$ cat src/rtl/exo_qspi_pkg.sv
// exo_qspi_pkg: shared states, command opcodes and size/byte-order helpers
package exo_qspi_pkg;
  typedef enum logic [2:0] {IDLE, CMD, ADDR, DUMMY, DATA, DONE} state_e;
  typedef enum logic [1:0] {SZ_1B = 2'd0, SZ_2B = 2'd1, SZ_4B = 2'd3} size_e;
  localparam logic [7:0] CMD_QREAD  = 8'hEB;
  localparam logic [7:0] CMD_QWRITE = 8'h38;
  localparam logic [7:0] CMD_READ   = 8'h03;
  localparam logic [7:0] CMD_WRITE  = 8'h02;
  function automatic size_e norm_size(input logic [1:0] s);
    return s == 2'd2 ? SZ_4B : size_e'(s);
  endfunction
  // Bytes leave MSB-first in ascending address order, so byte 0 goes on top.
  function automatic logic [31:0] order_wdata(input logic [31:0] wd);
    return {wd[7:0], wd[15:8], wd[23:16], wd[31:24]};
  endfunction
  // The first received byte sits highest in the shift register; move it to [7:0].
  function automatic logic [31:0] order_rdata(input logic [31:0] rd, input size_e sz);
    return sz == SZ_1B ? {24'd0, rd[7:0]} :
           sz == SZ_2B ? {16'd0, rd[7:0], rd[15:8]} :
                         {rd[7:0], rd[15:8], rd[23:16], rd[31:24]};
  endfunction
endpackage

$ cat src/rtl/exo_qspi_sckgen.sv
// exo_qspi_sckgen: mode-0 serial clock with a strobe on the clk edge that ends each high phase
module exo_qspi_sckgen #(
  parameter int CLK_DIV = 1
) (
  input  logic clk_i,
  input  logic rst_i,
  input  logic en_i,
  output logic sck_o,
  output logic fall_o
);
  localparam int CW = $clog2(2 * CLK_DIV) > 0 ? $clog2(2 * CLK_DIV) : 1;
  logic [CW-1:0] cnt_q;
  logic sck_q, rise;
  assign rise   = en_i && cnt_q == CW'(CLK_DIV - 1);
  assign fall_o = en_i && cnt_q == CW'(2 * CLK_DIV - 1);
  assign sck_o  = sck_q;
  // Count CLK_DIV low clocks then CLK_DIV high clocks; idle low while disabled.
  always_ff @(posedge clk_i) begin
    if (rst_i || !en_i) begin
      cnt_q <= '0;
      sck_q <= 1'b0;
    end else begin
      cnt_q <= fall_o ? '0 : cnt_q + CW'(1);
      sck_q <= rise ? 1'b1 : fall_o ? 1'b0 : sck_q;
    end
  end
endmodule

$ cat src/rtl/exo_qspi_mem_ctrl.sv
// exo_qspi_mem_ctrl: multi-chip-select single/quad SPI memory controller
module exo_qspi_mem_ctrl
  import exo_qspi_pkg::*;
#(
  parameter int NUM_CS = 2,
  parameter int ADDR_W = 24,
  parameter logic [NUM_CS-1:0] QUAD_MASK = 2'b01,
  parameter int CLK_DIV = 1,
  parameter int DUMMY_CYC = 4,
  localparam int CSW = NUM_CS > 1 ? $clog2(NUM_CS) : 1
) (
  input  logic              clk_i,
  input  logic              rst_i,
  input  logic              req_i,
  output logic              ready_o,
  input  logic              we_i,
  input  logic [CSW-1:0]    cs_sel_i,
  input  logic [ADDR_W-1:0] addr_i,
  input  logic [1:0]        size_i,
  input  logic [31:0]       wdata_i,
  output logic [31:0]       rdata_o,
  output logic              ack_o,
  output logic [NUM_CS-1:0] mem_cs_on,
  output logic              mem_sck_o,
  output logic [3:0]        mem_sd_o,
  output logic [3:0]        mem_sd_oen_o,
  input  logic [3:0]        mem_sd_i
);
  localparam int TW = ADDR_W + 40;
  localparam int LW = 16;
  state_e state_q, state_d;
  size_e sz_q, sz_d;
  logic [TW-1:0] tx_q, tx_d;
  logic [31:0] rd_q, rd_d, rdata_q, rdata_d;
  logic [LW-1:0] left_q, left_d, addr_len, data_len;
  logic [NUM_CS-1:0] cs_n_q, cs_n_d;
  logic [3:0] sd_q, sd_d, oen_q, oen_d;
  logic quad_q, quad_d, we_q, we_d, ack_q, ack_d, ready_q, ready_d;
  logic en, fall;
  logic [2:0] nbytes;
  assign en       = state_q inside {CMD, ADDR, DUMMY, DATA};
  assign nbytes   = {1'b0, sz_q} + 3'd1;
  assign addr_len = quad_q ? LW'(ADDR_W / 4) : LW'(ADDR_W);
  assign data_len = quad_q ? LW'({nbytes, 1'b0}) : LW'({nbytes, 3'b000});
  assign ready_o      = ready_q;
  assign ack_o        = ack_q;
  assign rdata_o      = rdata_q;
  assign mem_cs_on    = cs_n_q;
  assign mem_sd_o     = sd_q;
  assign mem_sd_oen_o = oen_q;
  exo_qspi_sckgen #(.CLK_DIV(CLK_DIV)) u_sckgen (
    .clk_i (clk_i),
    .rst_i (rst_i),
    .en_i  (en),
    .sck_o (mem_sck_o),
    .fall_o(fall)
  );
  // Next-state: accept, advance one SCK per strobe, and precompute the pad outputs.
  always_comb begin
    state_d = state_q;
    tx_d    = tx_q;
    rd_d    = rd_q;
    rdata_d = rdata_q;
    left_d  = left_q;
    sz_d    = sz_q;
    quad_d  = quad_q;
    we_d    = we_q;
    cs_n_d  = cs_n_q;
    ack_d   = 1'b0;
    if (state_q == IDLE && req_i) begin
      if (32'(cs_sel_i) >= NUM_CS) begin
        state_d = DONE;
        ack_d   = 1'b1;
        rdata_d = '0;
      end else begin
        state_d = CMD;
        quad_d  = QUAD_MASK[cs_sel_i];
        we_d    = we_i;
        sz_d    = norm_size(size_i);
        left_d  = LW'(8);
        rd_d    = '0;
        cs_n_d  = ~(NUM_CS'(1) << cs_sel_i);
        tx_d    = {QUAD_MASK[cs_sel_i] ? (we_i ? CMD_QWRITE : CMD_QREAD) : (we_i ? CMD_WRITE : CMD_READ),
                   addr_i, we_i ? order_wdata(wdata_i) : 32'd0};
      end
    end else if (state_q == DONE) begin
      state_d = IDLE;
    end else if (fall) begin
      tx_d   = state_q == DUMMY ? tx_q : (state_q == CMD || !quad_q) ? tx_q << 1 : tx_q << 4;
      rd_d   = (state_q == DATA && !we_q) ? (quad_q ? {rd_q[27:0], mem_sd_i} : {rd_q[30:0], mem_sd_i[1]}) : rd_q;
      left_d = left_q - LW'(1);
      if (left_q == LW'(1)) begin
        case (state_q)
          CMD: begin
            state_d = ADDR;
            left_d  = addr_len;
          end
          ADDR: begin
            state_d = (quad_q && !we_q && DUMMY_CYC > 0) ? DUMMY : DATA;
            left_d  = (quad_q && !we_q && DUMMY_CYC > 0) ? LW'(DUMMY_CYC) : data_len;
          end
          DUMMY: begin
            state_d = DATA;
            left_d  = data_len;
          end
          DATA: begin
            state_d = DONE;
            cs_n_d  = '1;
            ack_d   = 1'b1;
            rdata_d = we_q ? rdata_q : order_rdata(rd_d, sz_q);
          end
          default: ;
        endcase
      end
    end
    oen_d   = state_d == CMD  ? 4'b0001 :
              state_d == ADDR ? (quad_d ? 4'b1111 : 4'b0001) :
              state_d == DATA ? (!quad_d ? 4'b0001 : we_d ? 4'b1111 : 4'b0000) : 4'b0000;
    sd_d    = (quad_d && state_d != CMD ? tx_d[TW-1 -: 4] : {3'b000, tx_d[TW-1]}) & oen_d;
    ready_d = state_d == IDLE;
  end
  // Register FSM state and every pad/handshake output; reset aborts any transfer.
  always_ff @(posedge clk_i) begin
    if (rst_i) begin
      state_q <= IDLE;
      sz_q    <= SZ_1B;
      tx_q    <= '0;
      rd_q    <= '0;
      rdata_q <= '0;
      left_q  <= '0;
      cs_n_q  <= '1;
      sd_q    <= '0;
      oen_q   <= '0;
      quad_q  <= 1'b0;
      we_q    <= 1'b0;
      ack_q   <= 1'b0;
      ready_q <= 1'b1;
    end else begin
      state_q <= state_d;
      sz_q    <= sz_d;
      tx_q    <= tx_d;
      rd_q    <= rd_d;
      rdata_q <= rdata_d;
      left_q  <= left_d;
      cs_n_q  <= cs_n_d;
      sd_q    <= sd_d;
      oen_q   <= oen_d;
      quad_q  <= quad_d;
      we_q    <= we_d;
      ack_q   <= ack_d;
      ready_q <= ready_d;
    end
  end
endmodule
$ cat config.mk
export PLATFORM = sky130hd
export DESIGN_NAME = exo_qspi_mem_ctrl
export DESIGN_NICKNAME = d
export VERILOG_FILES = /design/src/rtl/exo_qspi_pkg.sv /design/src/rtl/exo_qspi_sckgen.sv /design/src/rtl/exo_qspi_mem_ctrl.sv
export SDC_FILE = /design/constraint.sdc
export NUM_CORES = 1
export LEC_CHECK = 0
export CORE_MARGIN = 10
export CORE_UTILIZATION = 55
export CTS_BUF_LIST = sky130_fd_sc_hd__clkbuf_16
export DETAILED_ROUTE_END_ITERATION = 10
export PLACE_DENSITY_LB_ADDON = 0.2
export SKIP_CTS_REPAIR_TIMING = 1
export SLEW_MARGIN = 20
export SYNTH_ARGS = -nofsm -noshare
export SYNTH_HDL_FRONTEND = slang
export SYNTH_SLANG_ARGS = --single-unit
$ cat constraint.sdc
create_clock -name clk_i -period 3.31 [get_ports clk_i]
set_input_delay 0.331 -clock clk_i [delete_from_list [all_inputs] [get_ports clk_i]]
set_output_delay 0.331 -clock clk_i [all_outputs]
set_load 0.1 [all_outputs]
==> summary by stage, run 1 <==
Status
The run finished with clean final reports.

Yosys
The mean area per synthesized cell is 7.44 µm². After synthesis the netlist holds a flip-flop and latch count of 163. The gate count after technology mapping is 1,083. The number of nets in the synthesized netlist is 1,155. Ranked by total cell area, the synthesized netlist is headed by dfxtp_1 41%, a21oi_1 9.5%, nand2_1 8.9%. Sequential cells were found to cover 40.5% of the synthesized design area. The number of warnings issued by yosys is 0. For this run, asynchronously set or reset flops after synthesis account for 0%. The cell area that synthesis handed to floorplanning was 8060 µm². The leading cell type by number of instances after synthesis is nand2_1. Synthesis instantiated 53 different standard cells from the library. By count the netlist is led by 192 x nand2_1, 190 x nor2_1, 163 x dfxtp_1, 153 x a21oi_1, 73 x clkbuf_1. The most area-hungry cell type in the Yosys netlist is dfxtp_1. The proportion of netlist area held by the largest area contributor is 40.5%. Yosys mapped a number of flops with a built-in enable equal to 0. Among all flip-flop cells after synthesis, the most frequent one is dfxtp_1.

Global route
The initial antenna violation count is 0. The number of global-route vias before repair is 7,445. Summed over all layers, the global routing overflow is 0. The largest net degree at the start of global routing is 79. The total routing resource utilization after global routing is 22.2%. The first global-routing pass estimated 37,200 µm of wire.

CTS
The maximum root-to-sink buffer count is 2. The clock edge transition at the registers on the reported setup and hold paths is 0.06 ns. TritonCTS built the clock tree. Buffers inserted during clock tree synthesis total 17. For this design, the sink count on the clock tree is 163.

The CTS root buffer is clkbuf_16. The clock latency of the later-clocked register in the worst-skew pair is 0.44 ns. The H-tree was split into 4 levels.

Detailed routing
The starting DRC count in detailed routing is 941. The number of routed nets with antenna violations is 0. The total length of routed wires is 22,200 µm.

The total iterations of the first detailed-routing run is 6. The number of vias in the routed layout is slightly below 8,000. After detailed routing, the average wire length per cell comes to between 15 and 20 µm. For this run, design rule violations remaining after detail routing come to 0. The via count normalized by instance count is 5.93.

Timing
The worst slew slack as a fraction of its limit is approximately a third. The total count of max-transition violations in the final report is 0. The worst-case clock skew is 0.0113 ns. The number of endpoints with negative hold slack in the final report came to 0.

The total negative slack is 0 ns. Setup violations remaining at the end of the flow were counted as 0. Setup repair after global routing left no endpoint under its margin.

The actual transition at the worst max-transition pin is between 1 and 1.5 ns. The fmax is 339 MHz. The clock period could shrink to 2.95 ns. In the finished design, the share of the clock period the worst path needs comes to 89.0%.

Placed design
The total half-perimeter wirelength after legalization and detailed placement is around 15,000 µm. The total of buffers placed on input and output ports is roughly 110. At the end of routability-driven placement, the weighted congestion stood at 0.852.

Power
Combinational logic is responsible for 11.9% of the overall power. The power density over the cells is 458 nW/µm². Sequential cells burn 46.2% of the power. The design internal power is 3.31 mW. The proportion of total power due to net switching is a little over a quarter.

The portion of total power attributed to the clock network is 41.9%. The static leakage power is 3.21 nW. The net switching power figure is 1.18 mW.

The total design power is 4.49 mW. The peak ir drop on the vdd network is approximately 0.37 mV.

Cells and area
Of the cells placed in the final design, the portion with a size suffix greater than 1 is roughly 5.5%. At the end of the flow, the number of nets in the layout was 1,216. The antenna diode count is 0.

The area growth from synthesis to final layout is 21.7%.

Setup path
The arrival time at the worst endpoint is 3.31 ns. Of all nets on the critical path, the largest fanout is 56. The worst setup path is of the flop to flop kind. The nature of the critical path startpoint is a flop. The worst path required time is 3.67 ns.

The kind of end point of the critical path is a flop.

Job
Max-cap violations in this run came to 0.

Floorplanning
The total core area is 14,400 µm². The die is 141 µm tall. The number of top-level design ports is 112.

In this run the horizontal extent of the chip is ~140 µm. The number of core rows is 44. The initial core utilization is 55.9%. The floorplan step defined a die boundary enclosing 19,900 µm².

Worst hold path
The tightest min-delay check is of the input port to flop type.
-- power groups by stage --
stage | registers (mW) | clock network (mW) | logic, mW
after global routing | 2.08 | 1.99 | 0.583
after detailed placement | 2.12 | 0 | 0.527
after global placement | 2.12 | 0 | 0.522
after floorplan | 2.13 | 0 | 0.319
final | 2.08 | 1.88 | 0.532
after CTS | 2.07 | 1.89 | 0.530
-- registers in the layout, summed over array words and instances (netlist names) --
name	cells
ready_o	1
sz_q	2
ack_o	1
state_q	3
rd_q	32
quad_q	1
u_sckgen.sck_o	1
tx_q	64
rdata_o	32
left_q	16
mem_cs_on	2
u_sckgen.cnt_q	1
we_q	1
mem_sd_oen_o	2
mem_sd_o	4
-- layout by cell type (no fill, tap or decap), types with 13 or more instances in the layout --
cell,count
nand2_1,192
nor2_1,189
dfxtp_1,162
a21oi_1,153
clkdlybuf4s50_1,110
a221oi_1,52
mux2i_1,35
or3_1,29
o21ai_0,26
a211oi_1,23
buf_4,21
clkbuf_16,17
nor3_1,13
-- logic make-up (layout without fill, tap and decap cells) --
logic type | count (synthesis) | count (layout) | synth area share (%)
multiplexers | 36 | 36 | 4.49
AO/OA/AOI/OAI | 301 | 301 | 23.3
buffers and inverters | 101 | 173 | 4.99
AND/OR/NAND/NOR | 466 | 466 | 24.7
flip-flops | 163 | 163 | 40.5
adder cells (fa/ha/maj) | 5 | 5 | 0.777
XOR/XNOR | 11 | 11 | 1.20
-- routing by layer --
layer / GRT usage, % / wire length (µm)
met4: 5.98 / 312
met3: 5.74 / 1320
met5: 0 / 0
met1: 29.6 / 10200
met2: 34.6 / 10400
-- worst max-delay path, cell delays in order, from the launching register on --
cell and delay (ns):
dfxtp_1 0.35, or4_4 0.58, or3_4 0.37, nor4_2 0.21, nand2_1 0.08, or4_4 0.67, or3_1 0.44, a21oi_1 0.15
-- area by class of cell --
class	instances	area, µm²
clock buffer	17	425
inverter	11	41.3
timing repair buffer	132	1280
tap	184	230
fill	1268	4620
multi-input combinational	819	4440
clock inverter	13	121
sequential	163	3260
-- per-stage QoR --
step	utilization, %	area [µm²]	instances	hold WS, ns	setup slack [ns]
final	68.0	9800	1339	0.366	0.363
after global routing	68.0	9800	1339	0.401	0.195
after CTS	68.0	9800	1339	0.379	0.346
after detailed placement	64.2	9260	1309	0.445	0.359
after global placement	64.2	9260	1309	0.438	0.426
after floorplan	-	8060	1083	0.408	0.603
-- path summary, 6_finish.rpt --
| check | slack, ns | start | endpoint | cells after the start |
|---|---|---|---|---|
| min | 0.37 | rst_i | tx_q[24] | 2 |
| max | 0.36 | left_q[7] | rdata_o[8] | 7 |
| min reg2reg | 0.45 | rdata_o[29] | rdata_o[29] | 2 |
| max reg2reg | 0.36 | left_q[7] | rdata_o[8] | 7 |
(Power assumes the default switching activity.)
==> run 2: changes to the inputs <==
--- a/config.mk
+++ b/config.mk
@@ -6,8 +6,8 @@
 export NUM_CORES = 1
 export LEC_CHECK = 0
 export CORE_MARGIN = 10
-export CORE_UTILIZATION = 55
-export CTS_BUF_LIST = sky130_fd_sc_hd__clkbuf_16
+export CORE_UTILIZATION = 57
+export CTS_BUF_LIST = sky130_fd_sc_hd__clkbuf_2 sky130_fd_sc_hd__clkbuf_4 sky130_fd_sc_hd__clkbuf_8
 export DETAILED_ROUTE_END_ITERATION = 10
 export PLACE_DENSITY_LB_ADDON = 0.2
 export SKIP_CTS_REPAIR_TIMING = 1
==> run 2 against run 1 <==
Against the previous run:
- critical endpoint is now rdata_o[30]
- highest routed layer unchanged
- final cell count down 0.22%
- worst setup slack worse by 0.014 ns
- largest power group unchanged
- register-to-register slack about the same
- clock power shrank 16%
- core utilization grew 1.8 points
- cell area shrank 1.2%
- fmax down 0.46%
- critical path type unchanged
- via count down 0.74%
==> summary by stage, run 2 (synthesis gave the netlist of run 1 again) <==
CTS
The number of clock sinks is 163 (unchanged). The clock latency of the later-clocked register in the worst-skew pair is 0.46 ns (+0.02 ns). The clock edge transition at the registers on the reported setup and hold paths is 0.09 ns (+0.03 ns). The total clock buffers created by CTS came to 17 (unchanged). The maximum root-to-sink buffer count is 2 (unchanged). The H-tree depth is 4 (unchanged). The tree is rooted in a clkbuf_8.

TritonCTS built the clock tree.

Floorplanning
The initial core utilization came to 58.0% (+2.2 points). The full die area is 19,300 µm² (-3.0%). The number of core rows is 43 (-2.3%). The die height is 139 µm (-1.5%). The number of top-level design ports was 112 (unchanged). The total core area is 13,900 µm² (-3.8%).

The chip width was 139 µm (-1.5%).

Global route
The number of global-route vias before repair is 7,245 (-2.7%). The wire length of the first global-routing pass came to 35,700 µm (-4.2%). The initial antenna violation count is 0 (unchanged). The total routing resource utilization after global routing came to 21.4% (-0.76 points). The total grt overflow is 0 (unchanged). The largest net degree at the start of global routing is 79 (unchanged).

Detailed routing
The total DRC errors in the routed layout was 0 (unchanged). The total length of routed wires is 21,600 µm (-2.7%). The via count normalized by instance count came to 5.90 (-0.52%). The number of vias in the routed layout is 7,877 (-0.74%). The number of routed nets with antenna violations is 0 (unchanged). The average wire per standard cell is 16.2 µm (-2.5%). The total iterations of the first detailed-routing run is 5 (-1). The starting DRC count in detailed routing came to 629 (-33%).

Timing
The minimum period implied by the final worst setup slack is 2.96 ns (+0.0136 ns). The actual transition at the worst max-transition pin is 1.04 ns (+0.0141 ns). The worst-case clock skew came to 0.0154 ns (+0.00403 ns). Setup repair after global routing left no endpoint under its margin. The total count of max-transition violations in the final report is 0 (unchanged). The number of endpoints with negative hold slack in the final report is 0 (unchanged).

The fmax is 338 MHz (-0.46%). The final count of negative-setup-slack endpoints is 0 (unchanged). The total negative slack came to 0 ns (unchanged). The worst slew slack as a fraction of its limit is 30.5% (-0.94 points). The final worst slack is 0.350 ns (-0.0136 ns). The part of the cycle the worst path needs is 89.4% (+0.41 points).

Placed design
The total half-perimeter wirelength after legalization and detailed placement is 14,700 µm (-2.5%). The final RePlAce weighted congestion is 0.877 (+2.9%). The setup slack after placement is 0.366 ns (+0.00711 ns). The total of buffers placed on input and output ports is 111 (unchanged).

Cells and area
The flip-flop count of the largest register after layout is 64 (unchanged). Leaving out fill and tap cells, the most frequent cell in the layout is nand2_1. Compared with the post-synthesis result, the final layout area differs by 20.2%. The layout cell share with drive strength beyond 1 was 6.06% (+0.51 points). The antenna diode count is 0 (unchanged). Leaving out fill and tap cells, the most frequent cells in the layout are 192 x nand2_1, 189 x nor2_1, 162 x dfxtp_1, 153 x a21oi_1, 110 x clkdlybuf4s50_1. The end-of-flow core utilization was 69.7% (+1.8 points). The post-layout net count is 1,215 (-0.082%). The register with the most flip-flops is tx_q.

Power
The power density over the cells came to 432 nW/µm² (-5.8%). The proportion of total power due to net switching came to 27.3% (+1.2 points). The net switching power figure is 1.14 mW (-2.8%). The static leakage power is 3.16 nW (-1.6%). The combinational fraction of design power is 12.8% (+0.9 points). The peak ir drop on the vdd network is 0.423 mV (+13%). The portion of total power attributed to the clock network is 37.8% (-4.1 points). The design internal power came to 3.04 mW (-8.4%). The total design power is 4.18 mW (-6.9%).

The sequential fraction of design power is 49.4% (+3.2 points).

Worst hold path
The path type of the worst min-delay path is input port to flop. The count of cells along the worst hold path is 2 (unchanged). The source of the worst hold timing path is rst_i.

The worst hold path terminates at tx_q[59].

Setup path
The arrival time at the worst endpoint is 3.35 ns (+0.04 ns). The maximum net fanout on the critical path was 56 (unchanged). The nature of the critical path startpoint is a flop. The worst setup slack for register-to-register paths came to 0.35 ns (about the same). The worst setup path is captured at a flop. The worst path required time was 3.70 ns (+0.03 ns). In this run the critical register-to-register path is captured at rdata_o[30]. The critical path class is flop to flop. The startpoint identified for the worst register-to-register timing path is left_q[7]. The cell count of the worst reg-to-reg path is 7 (unchanged).

Job
The max-capacitance violation count was 0 (unchanged).

Status
The run finished with clean final reports.
-- run 2: changes by cell type in the layout (fill, tap and decap cells not counted), moves of 2 or more --
cell / before / now
buf_4: 21 / 19
clkbuf_16: 17 / 0
clkbuf_4: 0 / 2
clkbuf_8: 0 / 19
clkinv_1: 4 / 1
inv_1: 12 / 10
-- run 2: final cells by class --
type                    count  area [µm²]
well taps                 180         225
repair buffers            131        1280
inverters                  11        41.3
clock inverters            11         150
flip-flops and latches    163        3260
fillers                  1200        4200
multi-input cells         819        4440
clock buffers              21         277
-- run 2: per-stage QoR --
stage / hold WS [ns] / cells / cell area (µm²)
final: 0.237 / 1336 / 9680
after floorplan: 0.408 / 1083 / 8060
after global routing: 0.239 / 1336 / 9680
after CTS: 0.224 / 1336 / 9680
after global placement: 0.437 / 1304 / 9260
after detailed placement: 0.442 / 1304 / 9260
-- run 2: power by group through the flow --
stage          Clock (mW)  Combinational [mW]  Sequential, mW
2_1_floorplan           0               0.319            2.13
3_3_place_gp            0               0.527            2.11
3_5_place_dp            0               0.531            2.11
4_1_cts              1.59               0.534            2.06
5_1_grt              1.66               0.583            2.07
6_report             1.58               0.536            2.07
-- run 2: metal layers --
metal	track usage, %	vias up	wire length [µm]
met2	34.2	215	10300
met4	6.37	0	381
li1	-	3892	-
met1	28.0	3736	9700
met3	5.00	34	1210
met5	0	-	0
-- run 2: how the worst max path moves through the flow --
stage              start     endpoint  depth (start not counted)  slack [ns]
2_1_floorplan  left_q[7]  rdata_o[31]                          9        0.60
3_3_place_gp   left_q[7]  rdata_o[20]                          7        0.44
3_5_place_dp   left_q[7]  rdata_o[30]                          7        0.37
4_1_cts        left_q[7]  rdata_o[30]                          7        0.36
5_1_grt        left_q[7]  rdata_o[31]                          7        0.21
6_report       left_q[7]  rdata_o[30]                          7        0.35
-- run 2: worst max-delay path, cell delays in order (launching register included) --
cell and delay, ns:
dfxtp_1 0.36, or4_4 0.57, or3_4 0.37, nor4_2 0.22, nand2_1 0.08, or4_4 0.68, or3_1 0.43, a21oi_1 0.16
==> run 3: changes to the inputs <==
--- a/config.mk
+++ b/config.mk
@@ -5,13 +5,14 @@
 export SDC_FILE = /design/constraint.sdc
 export NUM_CORES = 1
 export LEC_CHECK = 0
+export ABC_AREA = 1
 export CORE_MARGIN = 10
 export CORE_UTILIZATION = 57
 export CTS_BUF_LIST = sky130_fd_sc_hd__clkbuf_2 sky130_fd_sc_hd__clkbuf_4 sky130_fd_sc_hd__clkbuf_8
 export DETAILED_ROUTE_END_ITERATION = 10
 export PLACE_DENSITY_LB_ADDON = 0.2
 export SKIP_CTS_REPAIR_TIMING = 1
-export SLEW_MARGIN = 20
+export SLEW_MARGIN = 40
 export SYNTH_ARGS = -nofsm -noshare
 export SYNTH_HDL_FRONTEND = slang
 export SYNTH_SLANG_ARGS = --single-unit
==> run 3 against run 2 <==
Against the previous run:
- clock skew decreased by 0.0064 ns
- final cell count increased by 7.8%
- register-to-register slack improved by 0.57 ns
- clock power decreased by 6%
- first-iteration DRC count increased by 28%
- sequential share of layout area increased by 0.30 points
- die area increased by 3.0%
- fmax increased by 24%
- largest cell class unchanged
- power decreased by 1.4%
- critical path depth increased by 2
- hold slack improved by 0.027 ns
==> summary by stage, run 3 <==
Setup path
In this run the critical register-to-register path is captured at tx_q[15]. STA classifies the critical path endpoint as a flop. STA classifies the critical path startpoint as a flop. The cell count of the worst reg-to-reg path is 9 (+2). The arrival time at the worst endpoint came to 2.78 ns (-0.57 ns). The critical path class is flop to flop. The launch instance of the worst register-to-register path is state_q[2]. The maximum net fanout on the critical path was 33 (-41%).

The worst setup slack for register-to-register paths was 0.92 ns (+0.57 ns). The worst path required time is 3.70 ns (about the same).

Yosys
The commonest cells after synthesis are 283 x nand2_1, 163 x dfxtp_1, 104 x inv_1, 102 x a21oi_1, 91 x o21ai_0. By area the synthesized netlist is led by dfxtp_1 39%, nand2_1 13%, a21oi_1 6.1%. The post-synthesis share of cell area spent on full adders, half adders and majority gates is 0.751% (-0.026 points). Summed over all instances, the cell type with the most area after synthesis is dfxtp_1. The post-synth net total is 1,249 (+8.1%). The proportion of netlist area held by the largest area contributor was 39.2% (-1.3 points). The number of unique standard cell types used by synthesis is 43 (-19%). The synthesized-area fraction occupied by ao, oa, aoi and oai cells came to 25.7% (+2.3 points). The synthesized flop and latch total is 163 (unchanged). The most common cell in the synthesized netlist is nand2_1. The synthesized-area fraction occupied by and/or/nand/nor cells was 23.7% (-0.99 points). The number of synthesized flops with an enable pin is 0 (unchanged). The xor and xnor area share after synthesis was 0.631% (-0.57 points).

The gate count after technology mapping is 1,177 (+8.7%). The main combinational cell family by area after synthesis is compound AO/OA/AOI/OAI gates. The post-synthesis async set-or-reset flop share is 0% (unchanged). The proportion of synthesized chip area in sequential cells was 39.2% (-1.3 points). The number of warnings issued by yosys is 0 (unchanged).

The mean area per synthesized cell was 7.08 µm² (-4.8%). For this run, the leading register cell type out of synthesis is dfxtp_1. The cell area after synthesis is 8330 µm² (+3.4%). The portion of netlist area occupied by mux cells is 0.240% (-4.2 points).

Power
The power density over the cells is 429 nW/µm² (-0.52%). The design internal power is 2.95 mW (-2.9%). The proportion of total power due to net switching is 28.5% (+1.1 points). The net switching power figure is 1.17 mW (+2.6%). The static leakage power came to 3.83 nW (+21%). The sequential fraction of design power was 50.3% (+0.9 points). The combinational fraction of design power was 13.7% (+0.9 points). The portion of total power attributed to the clock network is 36.0% (-1.8 points). The peak ir drop on the vdd network is 0.335 mV (-21%).

Global route
The largest net degree at the start of global routing is 93 (+18%). The total grt overflow is 0 (unchanged). The initial antenna violation count came to 0 (unchanged). The total routing resource utilization after global routing is 22.2% (+0.74 points). The wire length of the first global-routing pass is 37,100 µm (+3.9%). The number of global-route vias before repair is 7,419 (+2.4%).

Worst hold path
The path type of the worst min-delay path is input port to flop. In this run the most critical hold path is launched from rst_i. The hold path endpoint is left_q[2]. The count of cells along the worst hold path is 4 (+2).

Cells and area
The post-layout net count is 1,316 (+8.3%). The footprint of the flip-flops and latches came to 3260 µm² (unchanged). The area of the multi-input gates is 4270 µm² (-3.9%).

The most frequent standard cell in the layout excluding fill and tap cells is nand2_1. Counting flops per register, the top entry is tx_q. The end-of-flow core utilization came to 66.5% (-3.2 points).

The antenna diode count is 0 (unchanged). The flip-flop count of the largest register after layout is 64 (unchanged). The layout cell share with drive strength beyond 1 was 12.5% (+6.4 points). Leaving out fill and tap cells, the most frequent cells in the layout are 283 x nand2_1, 162 x dfxtp_1, 104 x inv_1, 102 x a21oi_1, 91 x o21ai_0. The number of fill cells is 1,284 (+7.0%). The area growth from synthesis to final layout is 15.1%.

The design area is 9600 µm² (-0.89%).

Timing
The worst slack on hold paths came to 0.265 ns (+0.0275 ns). The fmax was 419 MHz (+24%). The final count of negative-setup-slack endpoints is 0 (unchanged).

The total count of max-transition violations in the final report is 0 (unchanged). The part of the cycle the worst path needs is 72.2% (-17 points). The total negative slack is 0 ns (unchanged). The number of endpoints with negative hold slack in the final report is 0 (unchanged). Setup repair after global routing left no endpoint under its margin.

The minimum period implied by the final worst setup slack is 2.39 ns (-0.571 ns). The worst-case clock skew was 0.00901 ns (-0.00635 ns). The worst slew slack as a fraction of its limit is 47.0% (+17 points).

The actual transition at the worst max-transition pin is 0.786 ns (-0.254 ns).

Floorplanning
The total core area is 14,400 µm² (+3.9%). The die height came to 141 µm (+1.5%). The chip width is 141 µm (+1.5%). The initial core utilization is 57.8% (-0.26 points). The full die area is 19,900 µm² (+3.0%). The number of top-level design ports is 112 (unchanged).

The number of core rows is 44 (+2.3%).

CTS
The clock latency of the later-clocked register in the worst-skew pair is 0.46 ns (about the same). The number of clock sinks is 163 (unchanged). The maximum root-to-sink buffer count is 2 (unchanged).

The tree is rooted in a clkbuf_8. The total clock buffers created by CTS is 17 (unchanged). The clock edge transition at the registers on the reported setup and hold paths is 0.09 ns (about the same). The H-tree depth is 4 (unchanged). TritonCTS built the clock tree.

Detailed routing
The via count normalized by instance count was 5.68 (-3.6%). The total DRC errors in the routed layout came to 0 (unchanged). The average wire per standard cell is 15.9 µm (-2.0%). The starting DRC count in detailed routing is 802 (+28%). The total iterations of the first detailed-routing run is 5 (unchanged). The total length of routed wires is 22,900 µm (+5.6%). The number of routed nets with antenna violations is 0 (unchanged). The number of vias in the routed layout is 8,184 (+3.9%).

Status
The run finished with clean final reports.

Placed design
The final RePlAce weighted congestion is 0.928 (+5.9%). The cell area after placement came to 9200 µm² (-0.61%). The total of buffers placed on input and output ports was 111 (unchanged). The total half-perimeter wirelength after legalization and detailed placement was 15,700 µm (+6.9%).

Job
The max-capacitance violation count is 0 (unchanged).
==> run 3: cell types whose count changed after synthesis, sizes merged, moves of 33 or more <==
cell	before	now
a21oi	153	102
a221oi	52	4
clkbuf	73	32
inv	10	112
mux2i	35	2
nand2	192	290
nor2	190	90
o211ai	4	37
o21ai	29	104
==> run 3: layout make-up <==
cell class	instances	share of cell area, %
Multi-Input combinational cell	823	44.5
Sequential cell	163	34.0
Inverter	113	4.42
Timing Repair Buffer	126	10.5
Tap cell	184	2.40
Clock inverter	10	1.32
Clock buffer	21	2.82
==> run 3: logic make-up (layout without fill, tap and decap cells) <==
family	count (synthesis)	after routing
buffers and inverters	191	270
multiplexers	2	2
AND/OR/NAND/NOR	461	461
XOR/XNOR	6	6
flip-flops	163	163
AO/OA/AOI/OAI	349	349
adder cells (fa/ha/maj)	5	5
==> run 3: worst max-delay path, cell delays in order (launching register included) <==
cell,delay (ns)
dfxtp_1,0.42
inv_2,0.09
o21ai_1,0.13
nand2_2,0.10
nand2_4,0.34
inv_1,0.15
o21bai_4,0.43
buf_4,0.38
nand2_1,0.10
a21oi_1,0.15
==> run 3: power by group through the flow <==
stage	Clock [mW]	Sequential, mW	Combinational (mW)
global placement	0	2.11	0.559
floorplan	0	2.14	0.351
finish	1.48	2.07	0.565
CTS	1.49	2.07	0.561
global route	1.58	2.08	0.622
detailed placement	0	2.12	0.558
==> run 3: per-stage QoR <==
step	worst slack, ns	std cells	power [mW]
final	0.921	1440	4.12
after CTS	0.935	1440	4.12
after global placement	0.938	1409	2.67
after global routing	0.685	1440	4.28
after detailed placement	0.887	1409	2.67
after floorplan	1.55	1177	2.49
==> run 3: layer usage <==
layer,share of wire (%),vias to the layer above,track usage [%]
li1,-,4103,-
met1,46,3720,30.2
met2,44,322,33.4
met3,8.1,39,5.71
met4,2.2,0,7.12
met5,0,-,0
==> run 3: how the worst max path moves through the flow <==
stage / from / to / slack, ns
finish: state_q[2] / tx_q[15] / 0.92
detailed placement: req_i / mem_sd_o[2] / 0.89
global placement: req_i / mem_sd_oen_o[2] / 0.94
global route: state_q[2] / tx_q[6] / 0.69
floorplan: left_q[1] / rdata_o[20] / 1.55
CTS: state_q[2] / tx_q[15] / 0.93
